===== config.mk =====
export PLATFORM = sky130hd
export DESIGN_NAME = aux_reply_handler_flat
export DESIGN_NICKNAME = d
export VERILOG_FILES = /design/src/rtl/aux_reply_handler_if.sv /design/src/rtl/aux_reply_handler.sv /design/src/flat_wrapper.sv
export SDC_FILE = /design/constraint.sdc
export NUM_CORES = 1
export LEC_CHECK = 0
export ABC_AREA = 1
export BUFFER_PORTS_ARGS = -buffer_cell sky130_fd_sc_hd__buf_2
export CAP_MARGIN = 10
export CELL_PAD_IN_SITES_DETAIL_PLACEMENT = 0
export CELL_PAD_IN_SITES_GLOBAL_PLACEMENT = 2
export CORE_ASPECT_RATIO = 0.7
export CORE_MARGIN = 5
export CORE_UTILIZATION = 37
export DETAILED_ROUTE_END_ITERATION = 6
export PLACE_DENSITY = 0.92
export RECOVER_POWER = 25
export SYNTH_ARGS = -nofsm -noshare
export SYNTH_HDL_FRONTEND = slang
export SYNTH_SLANG_ARGS = --single-unit

===== constraint.sdc =====
create_clock -name clk -period 2.76 [get_ports clk]
set_input_delay 0.138 -clock clk [delete_from_list [all_inputs] [get_ports clk]]
set_output_delay 0.138 -clock clk [all_outputs]
set_load 0.02 [all_outputs]

===== src/rtl/aux_reply_handler_if.sv =====
// AUX reply handler bus: request kick-off, decoder strobes,
// reply buffer read port and completion reporting.
interface aux_reply_handler_if;
  logic       req_start;
  logic [4:0] req_len;
  logic       req_i2c_native;
  logic [1:0] reply_ack;
  logic       reply_ack_vld;
  logic [7:0] reply_data;
  logic       reply_data_vld;
  logic       reply_dec_i2c_native;
  logic       rd_en;
  logic [7:0] rd_data;
  logic       rd_empty;
  logic [4:0] rx_count;
  logic       done;
  logic [2:0] status;
  logic       retry_req;
  logic [2:0] defer_cnt;
  logic       busy;

  modport master (
    output req_start, req_len, req_i2c_native,
    output reply_ack, reply_ack_vld,
    output reply_data, reply_data_vld,
    output reply_dec_i2c_native, rd_en,
    input  rd_data, rd_empty, rx_count,
    input  done, status, retry_req,
    input  defer_cnt, busy
  );

  modport slave (
    input  req_start, req_len, req_i2c_native,
    input  reply_ack, reply_ack_vld,
    input  reply_data, reply_data_vld,
    input  reply_dec_i2c_native, rd_en,
    output rd_data, rd_empty, rx_count,
    output done, status, retry_req,
    output defer_cnt, busy
  );
endinterface


===== src/rtl/aux_reply_handler.sv =====
// AUX reply collector: classifies each reply, buffers its data
// bytes and owns the reply-timeout and DEFER-retry policy.
module aux_reply_handler #(
  parameter int BUF_DEPTH      = 16,
  parameter int TIMEOUT_CYCLES = 400,
  parameter int MAX_DEFER      = 7
) (
  input  logic               clk,
  input  logic               rst_n,
  aux_reply_handler_if.slave bus
);

  localparam int AW = $clog2(BUF_DEPTH);
  localparam int TW = $clog2(TIMEOUT_CYCLES + 1);

  localparam logic [1:0] C_ACK   = 2'b00;
  localparam logic [1:0] C_NACK  = 2'b01;
  localparam logic [1:0] C_DEFER = 2'b10;
  localparam logic [1:0] C_RSVD  = 2'b11;

  typedef enum logic [1:0] {
    S_IDLE,
    S_WAIT_ACK,
    S_RX_DATA,
    S_DONE
  } state_e;

  state_e        state_q, state_d;
  logic [TW-1:0] timer_q, timer_d;
  logic [4:0]    len_q, len_d;
  logic          mode_q, mode_d;
  logic          rmode_q, rmode_d;
  logic [1:0]    code_q, code_d;
  logic          ovf_q, ovf_d;
  logic [AW:0]   wptr_q, wptr_d;
  logic [AW:0]   rptr_q, rptr_d;
  logic [4:0]    cnt_q, cnt_d;
  logic          done_q, done_d;
  logic          retry_q, retry_d;
  logic          busy_q, busy_d;
  logic [2:0]    status_q, status_d;
  logic [2:0]    defer_q, defer_d;
  logic [7:0]    mem_q [BUF_DEPTH];
  logic          wr_en;
  logic          pop;
  logic          empty;

  assign empty = (wptr_q == rptr_q);
  assign pop   = bus.rd_en && !empty;

  always_comb begin
    state_d  = state_q;
    timer_d  = timer_q;
    len_d    = len_q;
    mode_d   = mode_q;
    rmode_d  = rmode_q;
    code_d   = code_q;
    ovf_d    = ovf_q;
    cnt_d    = cnt_q;
    status_d = status_q;
    defer_d  = defer_q;
    done_d   = 1'b0;
    retry_d  = 1'b0;
    wr_en    = 1'b0;
    rptr_d   = rptr_q + (AW+1)'(pop);
    unique case (state_q)
      S_IDLE: state_d = S_IDLE;
      S_WAIT_ACK: begin
        if (bus.reply_ack_vld) begin
          code_d  = bus.reply_ack;
          rmode_d = bus.reply_dec_i2c_native;
          state_d = S_RX_DATA;
        end else if (timer_q == TW'(TIMEOUT_CYCLES - 1)) begin
          state_d  = S_DONE;
          done_d   = 1'b1;
          status_d = 3'd3;
        end else begin
          timer_d = timer_q + TW'(1);
        end
      end
      S_RX_DATA: begin
        if (bus.reply_data_vld) begin
          if (code_q == C_ACK) begin
            if (cnt_q < len_q) begin
              wr_en = 1'b1;
              cnt_d = cnt_q + 5'd1;
            end else begin
              ovf_d = 1'b1;
            end
          end
        end else if (!bus.reply_ack_vld) begin
          // first idle cycle closes the reply
          state_d = S_DONE;
          done_d  = 1'b1;
          if (code_q == C_RSVD) begin
            status_d = 3'd6;
          end else if (rmode_q != mode_q) begin
            status_d = 3'd7;
          end else if (code_q == C_NACK) begin
            status_d = 3'd1;
          end else if (code_q == C_DEFER) begin
            if (defer_q < 3'(MAX_DEFER)) begin
              defer_d = defer_q + 3'd1;
              retry_d = 1'b1;
              done_d  = 1'b0;
              state_d = S_IDLE;
            end else begin
              status_d = 3'd2;
            end
          end else if (ovf_q) begin
            status_d = 3'd5;
          end else if (cnt_q < len_q) begin
            status_d = 3'd4;
          end else begin
            status_d = 3'd0;
          end
        end
      end
      S_DONE: begin
        state_d = S_IDLE;
        defer_d = 3'd0;
      end
      default: state_d = S_IDLE;
    endcase
    wptr_d = wptr_q + (AW+1)'(wr_en);
    // a new request aborts whatever is in flight
    if (bus.req_start) begin
      state_d  = S_WAIT_ACK;
      timer_d  = '0;
      len_d    = bus.req_len;
      mode_d   = bus.req_i2c_native;
      ovf_d    = 1'b0;
      cnt_d    = 5'd0;
      wptr_d   = '0;
      rptr_d   = '0;
      wr_en    = 1'b0;
      done_d   = 1'b0;
      retry_d  = 1'b0;
      status_d = status_q;
      defer_d  = defer_q;
    end
    busy_d = (state_d != S_IDLE);
  end

  always_ff @(posedge clk or negedge rst_n) begin
    if (!rst_n) begin
      state_q  <= S_IDLE;
      timer_q  <= '0;
      len_q    <= 5'd0;
      mode_q   <= 1'b0;
      rmode_q  <= 1'b0;
      code_q   <= 2'b00;
      ovf_q    <= 1'b0;
      wptr_q   <= '0;
      rptr_q   <= '0;
      cnt_q    <= 5'd0;
      done_q   <= 1'b0;
      retry_q  <= 1'b0;
      busy_q   <= 1'b0;
      status_q <= 3'd0;
      defer_q  <= 3'd0;
    end else begin
      state_q  <= state_d;
      timer_q  <= timer_d;
      len_q    <= len_d;
      mode_q   <= mode_d;
      rmode_q  <= rmode_d;
      code_q   <= code_d;
      ovf_q    <= ovf_d;
      wptr_q   <= wptr_d;
      rptr_q   <= rptr_d;
      cnt_q    <= cnt_d;
      done_q   <= done_d;
      retry_q  <= retry_d;
      busy_q   <= busy_d;
      status_q <= status_d;
      defer_q  <= defer_d;
    end
  end

  always_ff @(posedge clk or negedge rst_n) begin
    if (!rst_n) begin
      for (int i = 0; i < BUF_DEPTH; i++) begin
        mem_q[i] <= 8'h00;
      end
    end else if (wr_en) begin
      mem_q[wptr_q[AW-1:0]] <= bus.reply_data;
    end
  end

  assign bus.rd_data   = mem_q[rptr_q[AW-1:0]];
  assign bus.rd_empty  = empty;
  assign bus.rx_count  = cnt_q;
  assign bus.done      = done_q;
  assign bus.status    = status_q;
  assign bus.retry_req = retry_q;
  assign bus.defer_cnt = defer_q;
  assign bus.busy      = busy_q;

endmodule


===== src/flat_wrapper.sv =====
// flat-port wrapper written by rule: the top's interface ports become plain ports
module aux_reply_handler_flat 
#(
  parameter int BUF_DEPTH      = 16,
  parameter int TIMEOUT_CYCLES = 400,
  parameter int MAX_DEFER      = 7
)
  (clk, rst_n, bus_req_start, bus_req_len, bus_req_i2c_native, bus_reply_ack, bus_reply_ack_vld, bus_reply_data, bus_reply_data_vld, bus_reply_dec_i2c_native, bus_rd_en, bus_rd_data, bus_rd_empty, bus_rx_count, bus_done, bus_status, bus_retry_req, bus_defer_cnt, bus_busy);
  aux_reply_handler_if bus_i ();
  input  logic clk;
  input  logic rst_n;
  input wire logic [$bits(bus_i.req_start)-1:0] bus_req_start;
  input wire logic [$bits(bus_i.req_len)-1:0] bus_req_len;
  input wire logic [$bits(bus_i.req_i2c_native)-1:0] bus_req_i2c_native;
  input wire logic [$bits(bus_i.reply_ack)-1:0] bus_reply_ack;
  input wire logic [$bits(bus_i.reply_ack_vld)-1:0] bus_reply_ack_vld;
  input wire logic [$bits(bus_i.reply_data)-1:0] bus_reply_data;
  input wire logic [$bits(bus_i.reply_data_vld)-1:0] bus_reply_data_vld;
  input wire logic [$bits(bus_i.reply_dec_i2c_native)-1:0] bus_reply_dec_i2c_native;
  input wire logic [$bits(bus_i.rd_en)-1:0] bus_rd_en;
  output wire logic [$bits(bus_i.rd_data)-1:0] bus_rd_data;
  output wire logic [$bits(bus_i.rd_empty)-1:0] bus_rd_empty;
  output wire logic [$bits(bus_i.rx_count)-1:0] bus_rx_count;
  output wire logic [$bits(bus_i.done)-1:0] bus_done;
  output wire logic [$bits(bus_i.status)-1:0] bus_status;
  output wire logic [$bits(bus_i.retry_req)-1:0] bus_retry_req;
  output wire logic [$bits(bus_i.defer_cnt)-1:0] bus_defer_cnt;
  output wire logic [$bits(bus_i.busy)-1:0] bus_busy;
  assign bus_i.req_start = bus_req_start;
  assign bus_i.req_len = bus_req_len;
  assign bus_i.req_i2c_native = bus_req_i2c_native;
  assign bus_i.reply_ack = bus_reply_ack;
  assign bus_i.reply_ack_vld = bus_reply_ack_vld;
  assign bus_i.reply_data = bus_reply_data;
  assign bus_i.reply_data_vld = bus_reply_data_vld;
  assign bus_i.reply_dec_i2c_native = bus_reply_dec_i2c_native;
  assign bus_i.rd_en = bus_rd_en;
  assign bus_rd_data = bus_i.rd_data;
  assign bus_rd_empty = bus_i.rd_empty;
  assign bus_rx_count = bus_i.rx_count;
  assign bus_done = bus_i.done;
  assign bus_status = bus_i.status;
  assign bus_retry_req = bus_i.retry_req;
  assign bus_defer_cnt = bus_i.defer_cnt;
  assign bus_busy = bus_i.busy;
  aux_reply_handler #(.BUF_DEPTH(BUF_DEPTH), .TIMEOUT_CYCLES(TIMEOUT_CYCLES), .MAX_DEFER(MAX_DEFER)) u_core (.clk(clk), .rst_n(rst_n), .bus(bus_i));
endmodule

==> run_results.csv, run 1 <==
group,metric,value,unit
grt,track_usage,20.23,%
route,route.vias.total,7920,
synthesis,synth-seq-area-share,48.26,%
floorplanning,start_util,37.76,%
floorplanning,floorplan.die.height,140.3,um
grt,maximum_number_of_pins_on_one_net_before_global_route_repair,61,
synthesis,synthDistinctLibCells,31,
pwr,power.switching,0.001571,W
critical_path,critPathArrivalTime,2.29,ns
floorplanning,top_level_ports,46,
cells_and_area,number_of_diodes,0,
synthesis,synth_enable_flop_cells,0,
floorplanning,num_rows,47,
sta,setup_viol,0,
cts,cts.repair_timing.setup_buffer_count,0,
floorplanning,floorplan.core_area,0.02376,mm2
critical_path,criticalPathCategory,"register to primary output",
flow_run,max_cap_viol_count,0,
cts,clock_tree.root_cell,"sky130_fd_sc_hd__clkbuf_16",
sta,report.final.hold_viol_count,0,
synthesis,synth.net_count,1192,
cts,clockBufferDepth,2,
synthesis,netlist_instances,1155,
place,dp_hpwl,18080,um
pwr,peakVddDrop,0.4222,mV
cts,inserted_clock_buffers,17,
critical_path,cp_max_fo,18,
pwr,sw_share,26.31,%
floorplanning,die_width,196.1,um
cts,clk_pin_slew_worst_paths,0.07,ns
grt,antenna_violations_before_repair,0,
pwr,seq_power_share,44.9,%
sta,finalCritPeriodShare,88.11,%
pwr,leakage,5.322,nW
synthesis,ys_seq_elements,173,
sta,setup_tns,0,ns
synthesis,synthArstFlopShare,100.0,%
pwr,p_total,0.005970,W
route,drt_first_pass_iters,5,
synthesis,synth_flop_cell,"sky130_fd_sc_hd__dfrtp_1",
pwr,power_frac_comb,9.9,%
route,drt-wirelength-per-cell,17.98,um
critical_path,critical_path_required,2.62,ns
critical_path,crit_path_end_kind,"primary output",
cells_and_area,fin_nets,1233,
route,drt-initial-drc-count,735,
sta,timing_worst_slew_pin_value,1.361,ns
cells_and_area,final_layout_size_suffix_gt1_share,11.50,%
pwr,p_int,0.004399,W
sta,slew_headroom,9.271,%
place,finalWeightedCongestion,0.8157,
synthesis,syn_avg_cell_area,7.767,um2
cts,clk_latency,0.44,ns
cts,tritoncts,"done",
cts,htreeDepth,4,
sta,finalClockSkew,0.01100,ns
synthesis,synth_area,0.008971,mm2
cts,clock_sinks,173,
synthesis,synth_warnings,0,
route,drt.antenna.violating_nets,0,
sta,setup_repair_after_global_routing_missed_its_margin,"no",
pwr,clkPwrFrac,45.2,%
pwr,power.density_cell_area,577.7,mW/mm2
route,drcViolationCount,0,
place,numPortBuffers,45,
critical_path,timing.critical_path.from_type,"register",
route,routed_wirelength,27460,um
grt,grt_pass1_wl,44060,um
route,avgViaCountPerCell,5.187,
sta,fmax,0.4112,GHz
sta,final_max_slew_viol_count,0,
grt,first_global_vias,7429,
grt,grt_overflow_total,0,
run_status,status,"complete, no violations",
sta,min_period,2.432,ns
cells_and_area,area_delta_synth_final,15.19,%
min_path,min_path_type,"input port to register",
floorplanning,total_die_area,0.02751,mm2
==> flip-flops by register name (all words and copies together), names as in the netlist, 2 cells and up <==
register              count
u_core.state_q            2
u_core.wptr_q             5
u_core.rptr_q             5
u_core.bus.defer_cnt      3
u_core.len_q              5
u_core.bus.status         3
u_core.code_q             2
u_core.bus.rx_count       5
u_core.mem_q            128
u_core.timer_q            9
==> worst max-delay path, cell delays in order, from the launching register on <==
cell and delay [ns]:
sky130_fd_sc_hd__dfrtp_2 0.44, sky130_fd_sc_hd__inv_2 0.27, sky130_fd_sc_hd__buf_4 0.30, sky130_fd_sc_hd__nor2_1 0.06, sky130_fd_sc_hd__nor2_1 0.08, sky130_fd_sc_hd__o21ai_0 0.13
sky130_fd_sc_hd__o211ai_1 0.17, sky130_fd_sc_hd__nand3_1 0.11, sky130_fd_sc_hd__nand2_1 0.09, sky130_fd_sc_hd__buf_2 0.17
==> power by group through the flow <==
stage               Clock (W)  Sequential [W]  Combinational (W)
finish                0.00270         0.00268           0.000592
global placement            0         0.00272           0.000585
floorplan                   0         0.00276           0.000301
global route          0.00286         0.00269           0.000659
detailed placement          0         0.00272           0.000591
CTS                   0.00274         0.00268           0.000603
==> layer usage <==
layer / share of wire (%) / track usage [%]
met1: 53 / 33.21
met2: 41 / 27.53
met3: 5.4 / 2.976
met4: 1.1 / 4.774
met5: 0 / 0
==> per-stage QoR <==
stage | cells | utilization [%] | setup WS [ns] | area, um2 | hold WS, ns
2_1_floorplan | 1155 | - | 0.3922 | 8971 | -0.1576
3_3_place_gp | 1485 | 40.46 | 0.4587 | 9612 | 0.1291
3_5_place_dp | 1485 | 40.46 | 0.3968 | 9612 | 0.1353
4_1_cts | 1527 | 43.60 | 0.3242 | 10360 | 0.04909
5_1_grt | 1527 | 43.50 | 0.1289 | 10330 | 0.09081
6_report | 1527 | 43.50 | 0.3282 | 10330 | 0.06063
==> kinds of logic (layout without fill, tap and decap cells) <==
| kind of cell | after synthesis | in the layout | synth area share (%) |
|---|---|---|---|
| adders and majority gates | 14 | 14 | 1.953 |
| xor gates and xnor gates | 5 | 5 | 0.4881 |
| muxes | 1 | 1 | 0.1255 |
| buffers and inverters | 126 | 180 | 6.388 |
| AOI/OAI and AO/OA | 134 | 134 | 8.522 |
| DFF | 173 | 173 | 48.26 |
| and+or+nand+nor | 702 | 702 | 34.27 |
==> repair_timing <==
item                                   CTS  global route
endpoints found under the hold margin   54             0
resized for setup                        0             0
hold buffers                            10             0
setup endpoints to repair                0             0
==> path summary, 6_finish.rpt <==
path	cells past startpoint	start	slack [ns]	end
setup / recovery	9	u_core.rptr_q[0]	0.33	bus_rd_data[0]
hold reg to reg	2	u_core.mem_q[59]	0.47	u_core.mem_q[59]
hold / removal	4	bus_reply_data_vld	0.06	u_core.bus.retry_req
setup reg to reg	10	u_core.bus.rx_count[3]	0.39	u_core.mem_q[117]
max in group asynchronous	3	rst_n	0.58	u_core.mem_q[38]
min in group asynchronous	2	rst_n	0.54	u_core.timer_q[4]
==> synth_stat cells (all sizes together) (10+ instances only) <==
master | n | area [um2]
a21oi | 16 | 83.83
buf | 28 | 205.2
clkbuf | 37 | 138.9
dfrtp | 173 | 4329
ha | 14 | 175.2
inv | 59 | 221.5
nand2 | 368 | 1381
nand3 | 186 | 1041
nand4 | 10 | 77.57
nor2 | 128 | 520.5
o211ai | 31 | 232.7
o21ai | 81 | 405.4
==> placed cells by master, fill, tap and decap left out, types with 14 or more instances in the layout <==
master                      count
sky130_fd_sc_hd__a21oi_1       15
sky130_fd_sc_hd__nor2_1       116
sky130_fd_sc_hd__inv_1         56
sky130_fd_sc_hd__dfrtp_1      171
sky130_fd_sc_hd__o21ai_0       81
sky130_fd_sc_hd__nand2_1      368
sky130_fd_sc_hd__o211ai_1      31
sky130_fd_sc_hd__ha_1          14
sky130_fd_sc_hd__buf_4         21
sky130_fd_sc_hd__nand3_1      176
sky130_fd_sc_hd__clkbuf_16     17
sky130_fd_sc_hd__buf_2         44
==> final cells by class <==
type / count / area, um2
Fill cell: 2426 / 13420
Sequential cell: 173 / 4332
Multi-Input combinational cell: 856 / 4069
Timing Repair Buffer: 87 / 660.6
Clock buffer: 18 / 429.2
Tap cell: 318 / 397.9
Inverter: 61 / 229.0
Clock inverter: 14 / 216.5
Note: power is estimated with default switching activity, not from simulation.
==> inputs of run 2 (changes only) <==
CORE_ASPECT_RATIO = unset   (was 0.7)
PLACE_DENSITY = 0.8   (was 0.92)
==> run_results.csv, run 2 (synthesis gave the netlist of run 1 again) <==
group,metric,value,unit
run_status,status,"finished with violations",
run_status,violated_checks,"capacitance limit, slew limit",
critical_path,cp_slowest_stage_delay,0.45,ns
cts,clock_tree.root_cell,"sky130_fd_sc_hd__clkbuf_16",
cells_and_area,final_cell_mix,"sky130_fd_sc_hd__nand2_1, sky130_fd_sc_hd__nand3_1, sky130_fd_sc_hd__dfrtp_1, sky130_fd_sc_hd__nor2_1, sky130_fd_sc_hd__o21ai_0",
grt,grt_pass1_wl,45370,um
grt,first_global_vias,7869,
floorplanning,total_die_area,0.02746,mm2
floorplanning,start_util,37.22,%
floorplanning,floorplan.core_area,0.02411,mm2
cts,clock_sinks,173,
cells_and_area,sequential_cell_area,0.004332,mm2
pwr,seq_power_share,48.0,%
route,drt-initial-drc-count,728,
grt,track_usage,20.69,%
pwr,sw_share,28.00,%
critical_path,number_of_buffers_and_inverters_on_the_critical_path,3,
sta,setup_viol,0,
route,drt.antenna.violating_nets,0,
critical_path,cp_max_fo,19,
critical_path,criticalPathCategory,"register to primary output",
critical_path,critPathArrivalTime,2.39,ns
route,avgViaCountPerCell,5.142,
route,route.vias.total,7883,
cts,clk_latency,0.44,ns
cts,tritoncts,"done",
cells_and_area,multi_input_comb_area,0.004069,mm2
cells_and_area,postLayoutCoreUtil,42.36,%
place,placed_cells,1491,
sta,fmax,0.3951,GHz
sta,final_max_slew_viol_count,28,
cts,htreeDepth,4,
cts,inserted_clock_buffers,17,
floorplanning,top_level_ports,46,
route,drcViolationCount,0,
cts,clk_pin_slew_worst_paths,0.07,ns
critical_path,critical_path_depth,9,
critical_path,critical_path_required,2.62,ns
sta,timing.hold.ws,0.06136,ns
cells_and_area,fill_cells,2519,
critical_path,worst_r2r_path_depth,10,
sta,finalCritPeriodShare,91.71,%
place,numPortBuffers,45,
floorplanning,floorplan.die.height,165.7,um
pwr,peakVddDrop,0.3068,mV
cells_and_area,top_register,"u_core.mem_q",
cells_and_area,mostFrequentLayoutCell,"sky130_fd_sc_hd__nand2_1",
grt,globalRouteMet1Util,28.21,%
sta,finalClockSkew,0.01612,ns
route,drt_first_pass_iters,6,
grt,antenna_violations_before_repair,0,
critical_path,timing.rr.end,"u_core.mem_q[31]",
cells_and_area,final_layout_size_suffix_gt1_share,10.59,%
critical_path,cpLargestDelayFamily,"buffers and inverters",
cts,post_cts_hold_buffer_count,10,
critical_path,r2r_setup_slack,0.41,ns
sta,report.final.hold_viol_count,0,
cells_and_area,number_of_diodes,0,
critical_path,crit_start,"u_core.rptr_q[0]",
cells_and_area,area_delta_synth_final,13.84,%
grt,grt_use_met3,3.384,%
grt,busiest_layer,"met2",
pwr,power.switching,0.001561,W
sta,timing_worst_slew_pin_value,1.518,ns
cts,cts_resized,0,
critical_path,critical-path-slowest-cell,"sky130_fd_sc_hd__dfrtp_2",
grt,grt_use_met2,34.20,%
place,finalWeightedCongestion,0.7753,
cells_and_area,largestRegisters,"u_core.mem_q: 128 flops, u_core.timer_q: 9 flops",
pwr,power.density_cell_area,545.8,mW/mm2
route,routed_wirelength,28150,um
sta,min_period,2.531,ns
critical_path,crit_path_end_kind,"primary output",
route,drt-wirelength-per-cell,18.36,um
grt,grt_overflow_total,0,
pwr,power_frac_comb,10.3,%
cells_and_area,largest_register_ff_count,128,
cts,clockBufferDepth,2,
critical_path,critical_path.most_common_cell,"sky130_fd_sc_hd__nor2_1",
pwr,leakage,5.239,nW
pwr,clkPwrFrac,41.7,%
flow_run,max_cap_viol_count,1,
pwr,p_int,0.004013,W
cells_and_area,post_layout_nonfiller_instances,1533,
critical_path,critical_path.endpoint,"bus_rd_data[6]",
cts,cts.repair_timing.setup_buffer_count,0,
min_path,min_path_type,"input port to register",
cells_and_area,fin_nets,1233,
sta,slew_headroom,-1.220,%
floorplanning,num_rows,57,
sta,setup_tns,0,ns
critical_path,timing.critical_path.from_type,"register",
grt,maximum_number_of_pins_on_one_net_before_global_route_repair,84,
sta,setup_repair_after_global_routing_missed_its_margin,"no",
critical_path,timing.rr.start,"u_core.bus.rx_count[3]",
critical_path,timing.critical_path.cells,"inv_2 -> buf_4 -> nor2_1 -> nor2_1 -> o21ai_0 -> o211ai_1 -> nand3_1 -> nand2_1 -> buf_2",
floorplanning,die_width,165.7,um
place,dp_hpwl,18290,um
## run 2: changes by cell type in the layout (fill, tap and decap cells not counted), sizes merged
cell,previous run,this run
inv,62,63
clkbuf,22,34
clkinv,4,5
buf,73,64
bufinv,5,0
## run 2: how the worst min path moves through the flow
stage                            start                       to  slack, ns  cells past startpoint
floorplan                        rst_n          u_core.bus.busy      -0.16                      0
global placement                 rst_n  u_core.bus.defer_cnt[2]       0.13                      1
detailed placement               rst_n  u_core.bus.defer_cnt[2]       0.13                      1
CTS                 bus_reply_data_vld     u_core.bus.retry_req       0.04                      4
global route        bus_reply_data_vld     u_core.bus.retry_req       0.07                      4
finish               bus_reply_ack_vld     u_core.bus.retry_req       0.06                      4
## run 2: area by class of cell
| class | count | area share [%] |
|---|---|---|
| clock inverters | 11 | 0.8209 |
| clock buffers | 21 | 4.607 |
| multi-input cells | 856 | 39.84 |
| flip-flops and latches | 173 | 42.42 |
| well taps | 324 | 3.970 |
| repair buffers | 87 | 6.101 |
| inverters | 61 | 2.242 |
## run 2: per-layer routing
metal | part of all wire (%) | vias to the layer above | wire length [um]
met4 | 2.2 | 0 | 622
met3 | 4.3 | 32 | 1212
met2 | 48 | 205 | 13610
met1 | 45 | 3772 | 12710
li1 | - | 3874 | -
met5 | 0 | - | 0
## run 2: through the flow
stage / area [um2] / power (W) / worst slack [ns]
finish: 10210 / 0.005573 / 0.2289
global route: 10210 / 0.005817 / 0.03126
CTS: 10250 / 0.005656 / 0.1838
detailed placement: 9594 / 0.003312 / 0.3988
global placement: 9594 / 0.003310 / 0.4537
floorplan: 8971 / 0.003057 / 0.3922
## run 2: power by group through the flow
stage          clock network (W)  logic [W]  registers (W)
4_1_cts                  0.00238   0.000601        0.00268
3_5_place_dp                   0   0.000588        0.00272
3_3_place_gp                   0   0.000586        0.00272
5_1_grt                  0.00248   0.000648        0.00269
6_report                 0.00232   0.000575        0.00268
2_1_floorplan                  0   0.000301        0.00276
## run 2: tightest hold or removal path: stages
cell	delay (ns)
sky130_fd_sc_hd__buf_2	0.09
sky130_fd_sc_hd__inv_1	0.05
sky130_fd_sc_hd__nand2_1	0.11
sky130_fd_sc_hd__nor4_1	0.07
==> inputs of run 3 (changes only) <==
ABC_AREA = unset   (was 1)
CORE_UTILIZATION = 44   (was 37)
==> run_results.csv, run 3 <==
group,metric,value,unit
route,drt_first_pass_iters,4,
cells_and_area,top_register,"u_core.mem_q",
cells_and_area,number_of_diodes,0,
cts,clock_tree.root_cell,"sky130_fd_sc_hd__clkbuf_16",
floorplanning,num_rows,50,
floorplanning,floorplan.core_area,0.01858,mm2
route,drt-initial-drc-count,321,
cts,clk_latency,0.42,ns
min_path,min_path_type,"input port to register",
pwr,leakage,4.539,nW
synthesis,synthArstFlopShare,100.0,%
sta,setup_tns,0,ns
sta,finalCritPeriodShare,92.33,%
synthesis,synth_area,0.008257,mm2
route,drt-wirelength-per-cell,19.77,um
cts,tritoncts,"done",
cts,clock_sinks,173,
cts,clockBufferDepth,2,
cells_and_area,fin_nets,706,
sta,setup_ws,0.2116,ns
synthesis,synth_flop_cell,"sky130_fd_sc_hd__dfrtp_1",
grt,grt_pass1_wl,30300,um
place,numPortBuffers,45,
route,route.vias.total,5118,
grt,globalRouteMet1Util,23.93,%
sta,slew_headroom,-30.54,%
synthesis,synth_enable_flop_cells,0,
synthesis,synthDistinctLibCells,56,
synthesis,ys_top_cells_by_count,"sky130_fd_sc_hd__dfrtp_1, sky130_fd_sc_hd__mux2_2, sky130_fd_sc_hd__mux4_2",
synthesis,synthDominantAreaCellType,"sky130_fd_sc_hd__dfrtp_1",
critical_path,timing.rr.start,"u_core.bus.rx_count[4]",
synthesis,synth.net_count,634,
pwr,power.switching,0.001301,W
floorplanning,start_util,44.44,%
floorplanning,die_width,147.0,um
cts,htreeDepth,4,
place,dp_hpwl,12320,um
flow_run,max_cap_viol_count,1,
synthesis,yosysTopAreaCellShare,52.43,%
synthesis,synth_warnings,0,
run_status,status,"finished with violations",
grt,grt_overflow_total,0,
pwr,power.density_cell_area,582.9,mW/mm2
floorplanning,top_level_ports,46,
grt,grt_use_met2,29.25,%
synthesis,netlist_top_cells_area,"sky130_fd_sc_hd__dfrtp_1, sky130_fd_sc_hd__mux2_2, sky130_fd_sc_hd__mux4_2",
synthesis,synth-seq-area-share,52.43,%
cells_and_area,final_layout_size_suffix_gt1_share,38.68,%
grt,grt_use_met3,4.658,%
cells_and_area,largestRegisters,"u_core.mem_q: 128 flops, u_core.timer_q: 9 flops",
cts,inserted_clock_buffers,17,
cells_and_area,fill_cells,1562,
critical_path,worst_r2r_path_depth,7,
cts,cts_resized,0,
cells_and_area,mostFrequentLayoutCell,"sky130_fd_sc_hd__dfrtp_1",
critical_path,timing.rr.end,"u_core.mem_q[44]",
sta,timing_worst_slew_pin_value,1.958,ns
pwr,seq_power_share,47.5,%
sta,finalClockSkew,0.008901,ns
synthesis,syn_avg_cell_area,13.83,um2
cells_and_area,largest_register_ff_count,128,
critical_path,r2r_setup_slack,0.21,ns
critical_path,timing.critical_path.from_type,"register",
cells_and_area,multi_input_comb_area,0.003735,mm2
critical_path,critical_path_required,3.07,ns
place,post-place-ws,0.2280,ns
synthesis,yosys.cell_count.top_type,"sky130_fd_sc_hd__dfrtp_1",
critical_path,cp_max_fo,4,
synthesis,netlist_instances,597,
grt,maximum_number_of_pins_on_one_net_before_global_route_repair,78,
route,drt.antenna.violating_nets,0,
route,drcViolationCount,0,
cells_and_area,sequential_cell_area,0.004330,mm2
sta,setup_repair_after_global_routing_missed_its_margin,"no",
grt,first_global_vias,5477,
critical_path,crit_start,"u_core.bus.rx_count[4]",
cts,post_cts_hold_buffer_count,10,
grt,antenna_violations_before_repair,0,
grt,busiest_layer,"met2",
pwr,sw_share,23.27,%
pwr,p_int,0.004290,W
run_status,violated_checks,"capacitance limit, slew limit",
cts,cts.repair_timing.setup_buffer_count,0,
pwr,power_frac_comb,8.6,%
route,avgViaCountPerCell,5.600,
cells_and_area,area_delta_synth_final,16.17,%
cts,clk_pin_slew_worst_paths,0.06,ns
synthesis,ys_seq_elements,173,
sta,final_max_slew_viol_count,77,
sta,fmax,0.3924,GHz
pwr,peakVddDrop,0.4003,mV
floorplanning,total_die_area,0.02160,mm2
sta,setup_viol,0,
cells_and_area,final_cell_mix,"sky130_fd_sc_hd__dfrtp_1, sky130_fd_sc_hd__mux2_2, sky130_fd_sc_hd__mux4_2, sky130_fd_sc_hd__buf_2, sky130_fd_sc_hd__buf_4",
critical_path,crit_path_end_kind,"register",
critical_path,critPathArrivalTime,2.86,ns
route,routed_wirelength,18070,um
pwr,clkPwrFrac,43.9,%
place,finalWeightedCongestion,0.8020,
critical_path,criticalPathCategory,"register to register",
sta,report.final.hold_viol_count,0,
floorplanning,floorplan.die.height,147.0,um
critical_path,critical_path.endpoint,"u_core.mem_q[44]",
grt,track_usage,17.81,%
sta,min_period,2.548,ns
==> run 3: cell type report <==
| class | instances | area share (%) |
|---|---|---|
| well taps | 234 | 3.052 |
| clock inverters | 9 | 1.422 |
| flip-flops and latches | 173 | 45.15 |
| repair buffers | 87 | 5.987 |
| inverters | 14 | 0.5479 |
| multi-input cells | 376 | 38.94 |
| clock buffers | 21 | 4.905 |
==> run 3: cell families (layout without fill, tap and decap cells) <==
logic type	count (synthesis)	after routing	synth area share [%]
adders and majority gates	14	14	2.122
DFF	173	173	52.43
muxes	177	177	29.11
AOI/OAI and AO/OA	51	51	4.122
xor gates and xnor gates	19	19	2.015
and+or+nand+nor	115	115	7.865
buffers and inverters	48	131	2.334
==> run 3: worst min path at each step <==
| stage | startpoint | cells past startpoint | end |
|---|---|---|---|
| 2_1_floorplan | rst_n | 0 | u_core.bus.busy |
| 3_3_place_gp | rst_n | 1 | u_core.mem_q[58] |
| 3_5_place_dp | rst_n | 1 | u_core.mem_q[58] |
| 4_1_cts | bus_req_start | 2 | u_core.state_q[1] |
| 5_1_grt | bus_reply_data[2] | 2 | u_core.mem_q[82] |
| 6_report | bus_reply_data[2] | 2 | u_core.mem_q[122] |
==> run 3: power groups by stage <==
stage / Clock (W) / Sequential (W) / Combinational [W]
6_report: 0.00245 / 0.00266 / 0.000478
5_1_grt: 0.00261 / 0.00267 / 0.000530
4_1_cts: 0.00251 / 0.00266 / 0.000492
3_5_place_dp: 0 / 0.00270 / 0.000479
3_3_place_gp: 0 / 0.00270 / 0.000468
2_1_floorplan: 0 / 0.00269 / 0.000300
==> run 3: worst max-delay path: stages, from the launching register on <==
cell,delay (ns)
sky130_fd_sc_hd__dfrtp_1,0.40
sky130_fd_sc_hd__ha_1,0.32
sky130_fd_sc_hd__a21oi_1,0.24
sky130_fd_sc_hd__nor4b_4,0.31
sky130_fd_sc_hd__o211ai_1,0.33
sky130_fd_sc_hd__nor2_2,0.29
sky130_fd_sc_hd__buf_4,0.21
sky130_fd_sc_hd__mux2_2,0.34
==> run 3: routing by layer <==
| metal | routed length [um] | share of wire [%] |
|---|---|---|
| met1 | 8249 | 46 |
| met3 | 694 | 3.8 |
| met4 | 231 | 1.3 |
| met2 | 8891 | 49 |
| met5 | 0 | 0 |
==> run 3: per-stage QoR <==
step	hold slack (ns)	util, %	power, W	area [um2]	instances
2_1_floorplan	-0.1576	-	0.002987	8257	597
3_3_place_gp	0.2114	47.94	0.003168	8907	874
3_5_place_dp	0.2220	47.94	0.003182	8907	874
4_1_cts	0.07486	51.74	0.005656	9614	914
5_1_grt	0.1655	51.62	0.005805	9592	914
6_report	0.1594	51.62	0.005591	9592	914
